**src/rtl/xc_aesmix_seq.sv**
```systemverilog
// Request-side sequencer for a shared xc_aesmix unit: splits a 128-bit AES state
// into four single-column MixColumns operations and reassembles the response.
module xc_aesmix_seq #(
  parameter int MAX_WAIT = 16
) (
  input  logic         clock,
  input  logic         reset,
  input  logic         req_valid,
  output logic         req_ready,
  input  logic [127:0] req_state,
  input  logic         req_enc,
  output logic         rsp_valid,
  input  logic         rsp_ready,
  output logic [127:0] rsp_state,
  output logic         rsp_error,
  output logic         mix_valid,
  output logic [31:0]  mix_rs1,
  output logic [31:0]  mix_rs2,
  output logic [31:0]  mix_enc,
  input  logic         mix_ready,
  input  logic [31:0]  mix_result
);

  typedef enum logic [1:0] {
    IDLE = 2'd0,
    RUN  = 2'd1,
    RESP = 2'd2
  } state_t;

  localparam logic [7:0] WAIT_LIM = 8'(MAX_WAIT);

  state_t       state_q;
  state_t       state_d;

  logic [127:0] src_p0;
  logic [1:0]   col_p0;
  logic [7:0]   wait_cnt;

  logic [31:0]  rs1_p1;
  logic [31:0]  rs2_p1;
  logic         enc_p1;
  logic [127:0] res_p1;
  logic         err_p1;

  logic         accept;
  logic         capture;
  logic         stall;
  logic         timeout;
  logic         last_col;
  logic [1:0]   col_nx;
  logic [7:0]   wait_nx;

  // The unit expects the low byte pair in rs1[15:0] and the high pair in rs2[31:16].
  function automatic logic [31:0] pack_rs1(input logic [31:0] c);
    return {16'h0000, c[15:0]};
  endfunction

  function automatic logic [31:0] pack_rs2(input logic [31:0] c);
    return {c[31:16], 16'h0000};
  endfunction

  assign accept   = (state_q == IDLE) && req_valid;
  assign capture  = (state_q == RUN) && mix_ready;
  assign stall    = (state_q == RUN) && !mix_ready;
  assign last_col = (col_p0 == 2'd3);
  assign col_nx   = col_p0 + 2'd1;
  assign wait_nx  = wait_cnt + 8'd1;
  assign timeout  = stall && (wait_nx == WAIT_LIM);

  always_ff @(posedge clock) begin
    if (!reset) begin
      state_q <= IDLE;
    end else begin
      state_q <= state_d;
    end
  end

  always_comb begin
    state_d = state_q;
    case (state_q)
      IDLE: begin
        if (accept) state_d = RUN;
      end
      RUN: begin
        if ((capture && last_col) || timeout) state_d = RESP;
      end
      RESP: begin
        if (rsp_ready) state_d = IDLE;
      end
      default: state_d = IDLE;
    endcase
  end

  always_comb begin
    req_ready = (state_q == IDLE);
    mix_valid = (state_q == RUN);
    rsp_valid = (state_q == RESP);
    rsp_state = res_p1;
    rsp_error = err_p1;
    mix_rs1   = rs1_p1;
    mix_rs2   = rs2_p1;
    mix_enc   = {31'b0, enc_p1};
  end

  // Stage p0: latched request state, column pointer and per-column stall counter.
  // Stage p1: operands presented to the unit and the collected result columns.
  always_ff @(posedge clock) begin
    if (!reset) begin
      src_p0   <= '0;
      col_p0   <= 2'd0;
      wait_cnt <= 8'd0;
      rs1_p1   <= '0;
      rs2_p1   <= '0;
      enc_p1   <= 1'b0;
      res_p1   <= '0;
      err_p1   <= 1'b0;
    end else begin
      if (accept) begin
        src_p0   <= req_state;
        col_p0   <= 2'd0;
        wait_cnt <= 8'd0;
        err_p1   <= 1'b0;
        rs1_p1   <= pack_rs1(req_state[31:0]);
        rs2_p1   <= pack_rs2(req_state[31:0]);
        enc_p1   <= req_enc;
      end

      if (capture) begin
        res_p1[{col_p0, 5'b0} +: 32] <= mix_result;
        wait_cnt                     <= 8'd0;
        // Operands advance only on a capture edge, so they stay stable while stalled.
        if (!last_col) begin
          col_p0 <= col_nx;
          rs1_p1 <= pack_rs1(src_p0[{col_nx, 5'b0} +: 32]);
          rs2_p1 <= pack_rs2(src_p0[{col_nx, 5'b0} +: 32]);
        end
      end

      if (stall) begin
        wait_cnt <= wait_nx;
        if (timeout) begin
          err_p1 <= 1'b1;
          res_p1 <= '0;
        end
      end
    end
  end

endmodule

```
**config.mk**
```make
export PLATFORM = sky130hd
export DESIGN_NAME = xc_aesmix_seq
export DESIGN_NICKNAME = d
export VERILOG_FILES = /design/src/rtl/xc_aesmix_seq.sv
export SDC_FILE = /design/constraint.sdc
export NUM_CORES = 1
export LEC_CHECK = 0
export BUFFER_PORTS_ARGS = -buffer_cell sky130_fd_sc_hd__buf_4
export CORE_ASPECT_RATIO = 1.4
export CORE_MARGIN = 4
export CORE_UTILIZATION = 40
export DETAILED_ROUTE_END_ITERATION = 10
export GPL_TIMING_DRIVEN = 0
export PLACE_DENSITY_LB_ADDON = 0.05
export SLEW_MARGIN = 20
export SYNTH_ARGS = -nofsm -noshare
export SYNTH_HDL_FRONTEND = slang
export SYNTH_SLANG_ARGS = --single-unit
```
**constraint.sdc**
```tcl
create_clock -name clock -period 6.4 [get_ports clock]
set_clock_uncertainty 0.1 [all_clocks]
set_input_delay 1.28 -clock clock [delete_from_list [all_inputs] [get_ports clock]]
set_output_delay 1.28 -clock clock [all_outputs]
set_load 0.01 [all_outputs]
```
# ---- After elaboration in Yosys (flattened, before gate mapping)
# Cells that the tools add are included.
dict set report word_totals {
  elab_cells 55
  register_bits 334
  inputBits 166
}
dict set report op_classes {
  reduce_logical 10
  eq_ne 7
  n_mux 23
  add_sub_neg 3
  shifts 3
}
# cell count
set ops {}
lappend ops {{$mux W128} 3}
lappend ops {{$mux W32} 6}
lappend ops {{$bwmux W128} 1}
lappend ops {{$shift A32 B9 Y128 const A} 1}
lappend ops {{$shiftx A128 B8 Y32} 1}
lappend ops {{$shiftx A32 B9 Y128} 1}
lappend ops {{$mux W8} 3}
lappend ops {{$mux W2} 6}
lappend ops {{$neg A7 Y9} 1}
lappend ops {{$add A8 B1 Y8 const B} 1}
lappend ops {{$eq A8 B5 Y1 const B} 1}
lappend ops {{$ne A2 B1 Y1 const B} 3}
lappend ops {{$pmux W2 S3} 1}
lappend ops {{$logic_and A1 B1 Y1} 5}
lappend ops {{$eq A2 B2 Y1 const B} 2}
lappend ops {{$mux W1} 3}
lappend ops {{$reduce_and A3 Y1} 1}
lappend ops {{$reduce_bool A3 Y1} 1}
lappend ops {{$add A2 B1 Y2 const B} 1}
lappend ops {{$eq A2 B1 Y1 const B} 1}
lappend ops {{$logic_not A2 Y1} 1}
lappend ops {{$logic_not A1 Y1} 1}
lappend ops {{$logic_or A1 B1 Y1} 1}

# ---- Logic depth before layout (Yosys ltp)
# Gate-level depths: netlist of the first run.
dict set report depth {
  depth_word 6
  mapped_depth 10
  depth_no_buf 6
}

# ---- Worst setup path after synthesis of the first run
# OpenSTA, ideal clock, no wires.
dict set report synth_timing {
  path_kind {input -> register}
  startpoint {input mix_ready}
  endpoint {register res_p1[100] (netlist: rsp_state[100])}
  setup_slack_ns 3.856
  arrival_ns 2.378
  setup_ns 0.066
  stages 7
  cell_sequence {and3b_1 -> buf_2 -> and2_1 -> clkbuf_1 -> clkbuf_1 -> nand3_1 -> a21oi_2}
}
dict set report synth_via {
  elab_chain_len 5
}
# element line
set synth_rtl {}
lappend synth_rtl {{start, declared} 20} ;# input logic mix_ready,
lappend synth_rtl {{$logic_not A1 Y1} 64} ;# assign stall = (state_q == RUN) && !mix_ready;
lappend synth_rtl {{$logic_and A1 B1 Y1} 64}
lappend synth_rtl {{$logic_and A1 B1 Y1} 68} ;# assign timeout = stall && (wait_nx == WAIT_LIM);
lappend synth_rtl {{$mux W128} 141} ;# if (timeout) begin
lappend synth_rtl {{$mux W128 (*)} 139} ;# if (stall) begin
lappend synth_rtl {{end signal, assigned by index} 129} ;# res_p1[{col_p0, 5'b0} +: 32] <= mix_result;
lappend synth_rtl {{end, declared} 42} ;# logic [127:0] res_p1;
# Mark *: on every way between the ends. The rest lies on a longest branch, timed or not.
# A chain may end at the register's enable or synchronous reset.

# ---- Final worst setup path of the first run
dict set report layout_timing {
  startpoint {register col_p0[0]}
  endpoint {register res_p1[76] (netlist: rsp_state[76])}
}
dict set report layout_via {
  elab_chain_len 6
}
# element line
set layout_rtl {}
lappend layout_rtl {{start, declared} 36} ;# logic [1:0] col_p0;
lappend layout_rtl {{start signal, assigned} 133} ;# col_p0 <= col_nx;
lappend layout_rtl {{$neg A7 Y9 (*)} 129}
lappend layout_rtl {{$shiftx A32 B9 Y128 or $shift A32 B9 Y128 (tied branches)} 129}
lappend layout_rtl {{$bwmux W128 (*)} 129}
lappend layout_rtl {{$mux W128 (*)} 128} ;# if (capture) begin
lappend layout_rtl {{$mux W128} 141}
lappend layout_rtl {{$mux W128 (*)} 139}
# Marks and branches as above.

==> summary.md, run 1 <==
| Metric | Value |
|---|---|
| # setup viols final | `0` |
| Unrepaired setup endpoints after global routing | `false` |
| Reg clk slew, reported paths | `0.06 ns` |
| Routed Antenna Nets | `0` |
| Die height | `225 um` |
| Register area share after synthesis | `0.496` |
| Max Clk Rate | `0.311 GHz` |
| Peak supply drop | `between 200 and 250 uV` |
| PwrDens | `267 nW/um^2` |
| Int Pwr | `3.67 mW` |
| Total Routed Length | `44500 um` |
| Total gr overflow | `0` |
| Combinational Power Share | `0.108` |
| Total Power | `between 4 and 5 mW` |
| Clock Sinks | `334` |
| Post-synth EDFFs | `0` |
| Switching part of the total | `0.238` |
| Global-route wire length before repair | `67400 um` |
| Status | `complete, no violations` |
| Core Footprint | `33300 um^2` |
| DR iter-0 viols | `between 600 and 700` |
| NetSw | `around 1.1 mW` |
| WS Path Type | `flip-flop to flip-flop` |
| Seq pwr share | `0.457` |
| Final setup margin | `approximately 3.2 ns` |
| Post-synth cell types | `between 40 and 50` |
| Final worst path period need | `3.21 ns` |
| Util after Layout | `0.542` |
| Worst Path Arrival | `roughly 3.6 ns` |
| Postcts setup bufs | `0` |
| CTS Hold Buffers Added | `0` |
| Synthesized area | `13500 um^2` |
| DP HPWL | `34700 um` |
| Final hold slack | `0.348 ns` |
| Yosys warning count | `0` |
| Final Hold Vio Count | `0` |
| Rows | `79` |
| Slew Limit Fails | `0` |
| Placement Cell Area | `16900 um^2` |
| Clock tree buffer depth | `3` |
| Worst setup SP type | `flip-flop` |
| H-Tree Depth | `2` |
| Cells after Synth | `1525` |
| Max Cap Viol | `0` |
| Cts bufs inserted | `35` |
| Latest clock arrival within the worst-skew pair | `0.52 ns` |
| Post-Layout Cell Count | `2422` |
| Vias in the first global route | `11900` |
| GRT Util Overall | `0.233` |
| Initial antenna violation count | `0` |
| Filler cell count | `3227` |
| Layout cells sized above 1 | `0.264` |
| WL/cell | `18.4 um` |
| Part of the cycle the worst path needs | `0.502` |
| Via Count | `12000` |
| Crit. End Element | `flip-flop` |
| Design area | `18100 um^2` |
| Die area | `around 37000 um^2` |
| Most common cell after layout, fill and taps aside | `nand2_1` |
| Clock power share | `0.436` |
| CTS root buffer | `clkbuf_16` |
| Area delta synth->final | `33.9%` |
| PortBufs | `362` |
| 1st-pass router iterations | `5` |
| Placed instance count | `2362` |
| Largest net degree at the start of global routing | `15` |
| Critical Path RT | `6.75 ns` |
| Die width | `163 um` |
| Slew @ Worst Pin | `0.995 ns` |
| Commonest cells after routing, fill and taps aside | `nand2_1, buf_4, dfxtp_1` |
| Setup TNS | `0 ns` |
| Async SR Flop Fraction | `0` |
| TritonCTS clock tree | `yes` |
| Vias per cell | `around 5.0` |
| Max_slew headroom | `0.331` |
| Nets | `2128` |
| Leakage power total | `between 7 and 8 nW` |
| CP max FO | `10` |
| Mean post-synth cell area | `8.85 um^2` |
| Place WS | `2.59 ns` |
| Commonest register cell after synthesis | `dfxtp_1` |
| Yosys reg bits | `334` |
| Hold crit path type | `flip-flop to flip-flop` |
| Global placement routability congestion | `0.842` |
| Resize count post-CTS | `0` |
| Top-level port count | `394` |
| Initial core utilization | `0.405` |
| Drt drc | `0` |
-- worst max-delay path, stage by stage, from the launching register on --
cell	delay (ns)
dfxtp_1	0.41
buf_2	0.36
inv_2	0.12
ha_1	0.29
buf_2	0.24
inv_1	0.12
nor3_1	0.66
clkbuf_1	0.52
nand3_1	0.17
a21oi_1	0.16
-- synth_stat cells, types with 2 or more instances --
| library cell | count | share of area |
|---|---|---|
| nand2_1 | 429 | 0.12 |
| dfxtp_1 | 334 | 0.50 |
| nand3_1 | 164 | 0.061 |
| a21oi_1 | 124 | 0.046 |
| clkbuf_1 | 98 | 0.027 |
| a21boi_1 | 70 | 0.039 |
| a21boi_0 | 61 | 0.034 |
| and2_1 | 40 | 0.019 |
| o211a_1 | 34 | 0.025 |
| buf_4 | 33 | 0.018 |
| mux4_2 | 32 | 0.053 |
| buf_2 | 14 | 0.0052 |
| a21oi_2 | 10 | 0.0065 |
| buf_8 | 9 | 0.010 |
| o21ai_0 | 9 | 0.0033 |
| ha_1 | 8 | 0.0074 |
| nor3_1 | 7 | 0.0026 |
| nand2b_1 | 5 | 0.0023 |
| nor2_1 | 5 | 0.0014 |
| nor2b_1 | 5 | 0.0023 |
| and3_1 | 3 | 0.0014 |
| buf_6 | 3 | 0.0025 |
| a21o_1 | 2 | 0.0011 |
| and3b_1 | 2 | 0.0013 |
| buf_1 | 2 | 0.00056 |
| inv_1 | 2 | 0.00056 |
| nand4b_1 | 2 | 0.0013 |
-- flip-flops by register name, summed over array words and instances, names as in the netlist --
register and flops:
state_q 2, rsp_state 128, rsp_error 1, wait_cnt 8, mix_rs1 32, col_p0 2, mix_rs2 32, enc_p1 1
src_p0 128
-- cell families after synthesis --
group / synth area share
DFF: 0.496
muxes: 0.0534
and+or+nand+nor: 0.215
adders and majority gates: 0.00742
AOI/OAI and AO/OA: 0.162
buffers and inverters: 0.0662
other: 0.000278
-- area by class of cell --
cell class              instances  area [um^2]  area share
multi-input cells            1058         6030       0.334
clock inverters                 4         95.1     0.00526
clock buffers                  55         1080      0.0600
repair buffers                362         2720       0.150
inverters                       3         11.3    0.000623
well taps                     445          557      0.0308
plain buffers                 160          882      0.0488
diodes                          1         2.50    0.000139
flip-flops and latches        334         6690       0.370
-- per-layer routing --
layer | track usage | wire length, um
met3 | 0.0589 | 3160
met2 | 0.446 | 23700
met4 | 0.0739 | 1280
met5 | 0 | 0
met1 | 0.248 | 16300
-- path summary, 6_finish.rpt --
path	startpoint	end	slack, ns	cells after the start
setup / recovery	col_p0[0]	rsp_state[76]	3.19	9
hold / removal	src_p0[110]	src_p0[110]	0.35	2
setup reg to reg	col_p0[0]	rsp_state[76]	3.19	9
hold reg to reg	src_p0[110]	src_p0[110]	0.35	2
-- power by group through the flow --
| stage | Combinational, mW | Sequential (mW) | Clock (mW) |
|---|---|---|---|
| floorplan | 0.275 | 2.24 | 0 |
| global placement | 0.519 | 2.24 | 0 |
| detailed placement | 0.525 | 2.24 | 0 |
| CTS | 0.526 | 2.20 | 2.15 |
| global route | 0.570 | 2.21 | 2.24 |
| finish | 0.519 | 2.20 | 2.10 |
(Power assumes the default switching activity.)
==> run 2, diff against run 1 <==
clock period = 3.1 ns   (was 6.4 ns; I/O delays follow)
==> run 2 against run 1 <==
Compared with the run above:
- setup slack lost 2.9 ns
- design area grew 0.13%
- via count is essentially flat
- combinational power grew 110%
- hold slack lost 0.10 ns
- utilization grew 0.071 points
- wire length is essentially flat
- power grew 110%
- count of clock-buffer cells in the layout is the same
==> summary.md, run 2 (synthesized netlist as in run 1, its figures left out) <==
| Metric | Value |
|---|---|
| Cts bufs inserted | `35 (unchanged)` |
| WS Path Type | `flip-flop to flip-flop` |
| Int Pwr | `7.58 mW (+110%)` |
| Rows | `79 (unchanged)` |
| Worst Path Arrival | `3.16 ns (-0.40 ns)` |
| Filler cell count | `3230 (+0.093%)` |
| Routed Antenna Nets | `0 (unchanged)` |
| Leakage power total | `7.69 nW (+0.31%)` |
| Global placement routability congestion | `0.842 (unchanged)` |
| Reg clk slew, reported paths | `0.06 ns (about the same)` |
| Initial core utilization | `0.405 (unchanged)` |
| Vias per cell | `4.96 (about the same)` |
| Crit. End Element | `flip-flop` |
| Total gr overflow | `0 (unchanged)` |
| Hold crit path type | `input port to flip-flop` |
| RR Startpoint | `col_p0[0]` |
| Placement Cell Area | `16900 um^2 (unchanged)` |
| Max_slew headroom | `0.362 (+0.0308)` |
| 1st-pass router iterations | `5 (unchanged)` |
| R2R depth | `10 (+1)` |
| Design area | `18100 um^2 (+0.13%)` |
| Unrepaired setup endpoints after global routing | `false` |
| Combinational Power Share | `0.108 (about the same)` |
| Peak supply drop | `415 uV (+110%)` |
| Die width | `163 um (unchanged)` |
| Most common cell on crit path | `clkbuf_1` |
| Clock Sinks | `334 (unchanged)` |
| Most common cell after layout, fill and taps aside | `nand2_1` |
| Total Routed Length | `44500 um (about the same)` |
| Via Count | `12000 (-0.067%)` |
| Critical Path RT | `3.45 ns (-3.30 ns)` |
| Core Footprint | `33300 um^2 (unchanged)` |
| Drt drc | `0 (unchanged)` |
| Max Clk Rate | `0.355 GHz (+14%)` |
| Slew @ Worst Pin | `0.955 ns (-0.0406 ns)` |
| Status | `complete, no violations` |
| Top-level port count | `394 (unchanged)` |
| Max Cap Viol | `0 (unchanged)` |
| GRT Util Overall | `0.233 (unchanged)` |
| Hold wc startpoint | `req_state[122]` |
| Commonest cells after routing, fill and taps aside | `nand2_1, buf_4, dfxtp_1` |
| Final worst path period need | `2.82 ns (-0.394 ns)` |
| Global-route wire length before repair | `67400 um (about the same)` |
| Clock tree buffer depth | `3 (unchanged)` |
| TritonCTS clock tree | `yes` |
| CTS root buffer | `clkbuf_16` |
| Total Power | `9.95 mW (+110%)` |
| R2R Setup Slk | `0.28 ns (-2.91 ns)` |
| CP max FO | `10 (unchanged)` |
| PwrDens | `550 nW/um^2 (+110%)` |
| Reg2reg end | `rsp_state[30]` |
| Slowest Stage Delay on Critical Path | `0.43 ns (-0.23 ns)` |
| Die height | `225 um (unchanged)` |
| Area delta synth->final | `34.0%` |
| DP HPWL | `34700 um (unchanged)` |
| Sink of the worst hold path | `src_p0[122]` |
| Part of the cycle the worst path needs | `0.909 (+0.407)` |
| Crit-path slowest cell | `dfxtp_1` |
| Layout cells sized above 1 | `0.269 (+0.00506)` |
| Initial antenna violation count | `0 (unchanged)` |
| Vias in the first global route | `11900 (+0.059%)` |
| Nets | `2128 (unchanged)` |
| Clock power share | `0.436 (about the same)` |
| Final Hold Vio Count | `0 (unchanged)` |
| Postcts setup bufs | `0 (unchanged)` |
| Antenna Diode Count | `0 (-1)` |
| WL/cell | `18.4 um (about the same)` |
| # setup viols final | `0 (unchanged)` |
| Largest net degree at the start of global routing | `15 (unchanged)` |
| H-Tree Depth | `2 (unchanged)` |
| Seq pwr share | `0.456 (about the same)` |
| Hold depth | `3 (+1)` |
| Die area | `36800 um^2 (unchanged)` |
| Latest clock arrival within the worst-skew pair | `0.52 ns (about the same)` |
| Worst setup SP type | `flip-flop` |
| Cells along the critical path | `clkbuf_4 -> inv_2 -> ha_1 -> buf_2 -> inv_1 -> and3_1 -> clkbuf_1 -> clkbuf_1 -> nand3_1 -> a21oi_1` |
| Switching part of the total | `0.238 (+0.000245)` |
| NetSw | `2.37 mW (+110%)` |
| DR iter-0 viols | `699 (+5.9%)` |
| CTS Hold Buffers Added | `0 (unchanged)` |
| Slew Limit Fails | `0 (unchanged)` |
| PortBufs | `362 (unchanged)` |
-- run 2: power groups by stage --
stage	logic [mW]	registers [mW]	clock network [mW]
finish	1.07	4.54	4.33
global route	1.18	4.55	4.62
CTS	1.09	4.54	4.44
detailed placement	1.08	4.63	0
global placement	1.07	4.63	0
floorplan	0.567	4.63	0
-- run 2: worst max-delay path by stage --
stage | slack (ns) | cells past startpoint | to | from
4_1_cts | -0.12 | 8 | rsp_state[120] | col_p0[0]
6_report | 0.28 | 10 | rsp_state[30] | col_p0[0]
5_1_grt | 0.02 | 10 | rsp_state[7] | col_p0[0]
3_5_place_dp | -0.13 | 9 | rsp_state[76] | col_p0[0]
2_1_floorplan | 0.91 | 9 | rsp_state[34] | col_p0[0]
3_3_place_gp | -0.09 | 9 | rsp_state[76] | col_p0[0]
-- run 2: timing repair --
action                     CTS  global route
gates resized for setup      1            17
pin swaps                    0             0
setup endpoints to repair   70           104
-- run 2: cell type report --
cell class                 instances  area (um^2)  area share
clock inverter                     4         95.1     0.00526
clock buffer                      55         1080      0.0599
sequential                       334         6690       0.370
multi-input combinational       1058         6040       0.334
buffer                           160          893      0.0494
inverter                           3         11.3    0.000623
tap                              445          557      0.0308
timing repair buffer             362         2720       0.150
-- run 2: critical path: cells and delay by family (launching register included) --
kind	cells	cell delay (ns)
compound gates	1	0.16
fa+ha+maj	1	0.29
buf+inv	6	1.46
flops	1	0.43
simple gates	2	0.30
-- run 2: routing by layer --
layer  part of all wire  global-route usage  vias to the layer above
li1                   -                   -                     5966
met1               0.36               0.248                     5578
met2               0.53               0.446                      381
met4              0.029              0.0739                        0
met5                  0                   0                        -
met3              0.072              0.0589                       76
-- run 2: metrics by stage --
stage / std cells / utilization / hold WS [ns] / TNS (ns) / setup WS, ns
2_1_floorplan: 1555 / - / 0.332 / 0 / 0.914
3_3_place_gp: 2362 / 0.507 / 0.338 / -1.39 / -0.0934
3_5_place_dp: 2362 / 0.507 / 0.343 / -3.37 / -0.133
4_1_cts: 2421 / 0.542 / 0.221 / -3.32 / -0.125
5_1_grt: 2421 / 0.543 / 0.226 / 0 / 0.0162
6_report: 2421 / 0.543 / 0.247 / 0 / 0.283
==> run 3, diff against run 2 <==
CORE_UTILIZATION = 52   (was 40)
==> run 3 against run 2 <==
Compared with the run above:
- hold slack better by 0.010 ns
- sequential share of layout area is 0.39 points higher
- sequential power hardly changed
- combinational power hardly changed
- utilization is 16 points higher
- wire length is 4.5% lower
- clock power is 3% lower
- cell count is 5.1% lower
- fmax is 2.4% lower
- register-to-register slack worse by 0.07 ns
==> summary.md, run 3 (synthesized netlist as in run 1, its figures left out) <==
| Metric | Value |
|---|---|
| Status | `complete, no violations` |
| Drt drc | `0 (unchanged)` |
| DR iter-0 viols | `578 (-17%)` |
| Worst Path Arrival | `3.22 ns (+0.06 ns)` |
| Switching part of the total | `0.240 (+0.00186)` |
| Reg2reg end | `rsp_state[87]` |
| Initial core utilization | `0.530 (+0.125)` |
| Max Cap Viol | `0 (unchanged)` |
| Critical Path RT | `3.44 ns (about the same)` |
| Hold crit path type | `input port to flip-flop` |
| Reg clk slew, reported paths | `0.06 ns (about the same)` |
| Resize count post-CTS | `2 (+1)` |
| Hold depth | `3 (unchanged)` |
| H-Tree Depth | `2 (unchanged)` |
| Design area | `17900 um^2 (-1.0%)` |
| Max Clk Rate | `0.346 GHz (-2.4%)` |
| NetSw | `2.36 mW (-0.30%)` |
| RR Startpoint | `col_p0[0]` |
| Max_slew headroom | `0.448 (+0.0855)` |
| Clock power share | `0.429 (-0.007)` |
| Layout cells sized above 1 | `0.268 (-0.000642)` |
| Routed Antenna Nets | `0 (unchanged)` |
| Global-route wire length before repair | `64000 um (-5.0%)` |
| Clock Sinks | `334 (unchanged)` |
| Setup TNS | `0 ns (unchanged)` |
| CTS root buffer | `clkbuf_16` |
| Final worst path period need | `2.89 ns (+0.0700 ns)` |
| TritonCTS clock tree | `yes` |
| Combinational Power Share | `0.109 (about the same)` |
| Crit. End Element | `flip-flop` |
| Area taken by flip-flops and latches | `6690 um^2 (unchanged)` |
| 1st-pass router iterations | `7 (+2)` |
| Leakage power total | `7.67 nW (-0.26%)` |
| Util after Layout | `0.703 (+0.160)` |
| Slew @ Worst Pin | `0.827 ns (-0.128 ns)` |
| Initial antenna violation count | `1 (+1)` |
| Vias per cell | `5.40 (+9.0%)` |
| Clock tree buffer depth | `3 (unchanged)` |
| R2R depth | `9 (-1)` |
| Hold wc startpoint | `req_state[43]` |
| Via Count | `12400 (+3.4%)` |
| Final Hold Vio Count | `0 (unchanged)` |
| R2R Setup Slk | `0.21 ns (-0.07 ns)` |
| Area of the multi-input gates | `6040 um^2 (unchanged)` |
| Top-level port count | `394 (unchanged)` |
| Total Routed Length | `42500 um (-4.5%)` |
| Vias in the first global route | `12100 (+1.8%)` |
| Part of the cycle the worst path needs | `0.931 (+0.0226)` |
| Global placement routability congestion | `0.907 (+7.7%)` |
| Int Pwr | `7.48 mW (-1.3%)` |
| Slew Limit Fails | `0 (unchanged)` |
| Die height | `199 um (-12%)` |
| Latest clock arrival within the worst-skew pair | `0.51 ns (about the same)` |
| DP HPWL | `32600 um (-6.0%)` |
| Cts bufs inserted | `34 (-2.9%)` |
| Total gr overflow | `0 (unchanged)` |
| Worst setup SP type | `flip-flop` |
| Core Footprint | `25500 um^2 (-24%)` |
| CP max FO | `10 (unchanged)` |
| Placement Cell Area | `16700 um^2 (-0.93%)` |
| Rows | `69 (-13%)` |
| # setup viols final | `0 (unchanged)` |
| Largest net degree at the start of global routing | `15 (unchanged)` |
| Sink of the worst hold path | `src_p0[43]` |
| PwrDens | `550 nW/um^2 (about the same)` |
| Most common cell after layout, fill and taps aside | `nand2_1` |
| Commonest cells after routing, fill and taps aside | `nand2_1, buf_4, dfxtp_1` |
| Peak supply drop | `469 uV (+13%)` |
| Area delta synth->final | `32.6%` |
| Nets | `2127 (-0.047%)` |
| Seq pwr share | `0.462 (+0.006)` |
| PortBufs | `362 (unchanged)` |
| GRT Util Overall | `0.283 (+0.0494)` |
| Unrepaired setup endpoints after global routing | `false` |
| Die width | `144 um (-12%)` |
| Postcts setup bufs | `0 (unchanged)` |
| WL/cell | `18.5 um (+0.63%)` |
| Filler cell count | `2156 (-33%)` |
| CTS Hold Buffers Added | `0 (unchanged)` |
| Die area | `28600 um^2 (-22%)` |
| WS Path Type | `flip-flop to flip-flop` |
==> run 3: routing by layer <==
layer / routed length [um] / GRT usage / vias up
li1: - / - / 5962
met1: 15100 / 0.307 / 5816
met2: 22300 / 0.529 / 512
met3: 3190 / 0.0541 / 123
met4: 1880 / 0.120 / 0
met5: 0 / 0 / -
==> run 3: worst max path at each step <==
stage,start,to,slack [ns]
5_1_grt,col_p0[0],rsp_state[50],0.01
6_report,col_p0[0],rsp_state[87],0.21
3_3_place_gp,col_p0[0],rsp_state[76],0.03
4_1_cts,col_p0[0],rsp_state[47],0.06
3_5_place_dp,col_p0[0],rsp_state[76],0.04
2_1_floorplan,col_p0[0],rsp_state[34],0.91
==> run 3: stage by stage <==
step	setup slack [ns]	cells	total power, mW	hold WS [ns]
2_1_floorplan	0.914	1555	5.20	0.332
3_3_place_gp	0.0324	2236	5.68	0.337
3_5_place_dp	0.0362	2236	5.70	0.342
4_1_cts	0.0602	2296	9.87	0.252
5_1_grt	0.00986	2297	10.2	0.257
6_report	0.213	2297	9.84	0.257
==> run 3: critical path, cell delays in order, from the launching register on <==
cell,delay (ns)
dfxtp_1,0.40
buf_2,0.36
inv_2,0.13
ha_1,0.29
buf_2,0.23
inv_1,0.14
nor3_2,0.44
clkbuf_1,0.41
nand3_1,0.14
a21oi_1,0.18
==> run 3: final cells by class <==
| type | count | share of cell area |
|---|---|---|
| diodes | 1 | 0.000140 |
| repair buffers | 362 | 0.152 |
| clock inverters | 10 | 0.00741 |
| flip-flops and latches | 334 | 0.374 |
| inverters | 3 | 0.000629 |
| multi-input cells | 1058 | 0.338 |
| well taps | 319 | 0.0223 |
| plain buffers | 160 | 0.0494 |
| clock buffers | 50 | 0.0571 |
==> run 3: power groups by stage <==
stage	combinational, mW	sequential, mW	clock (mW)
2_1_floorplan	0.567	4.63	0
3_3_place_gp	1.05	4.63	0
3_5_place_dp	1.07	4.64	0
4_1_cts	1.07	4.54	4.26
5_1_grt	1.17	4.56	4.43
6_report	1.07	4.54	4.22
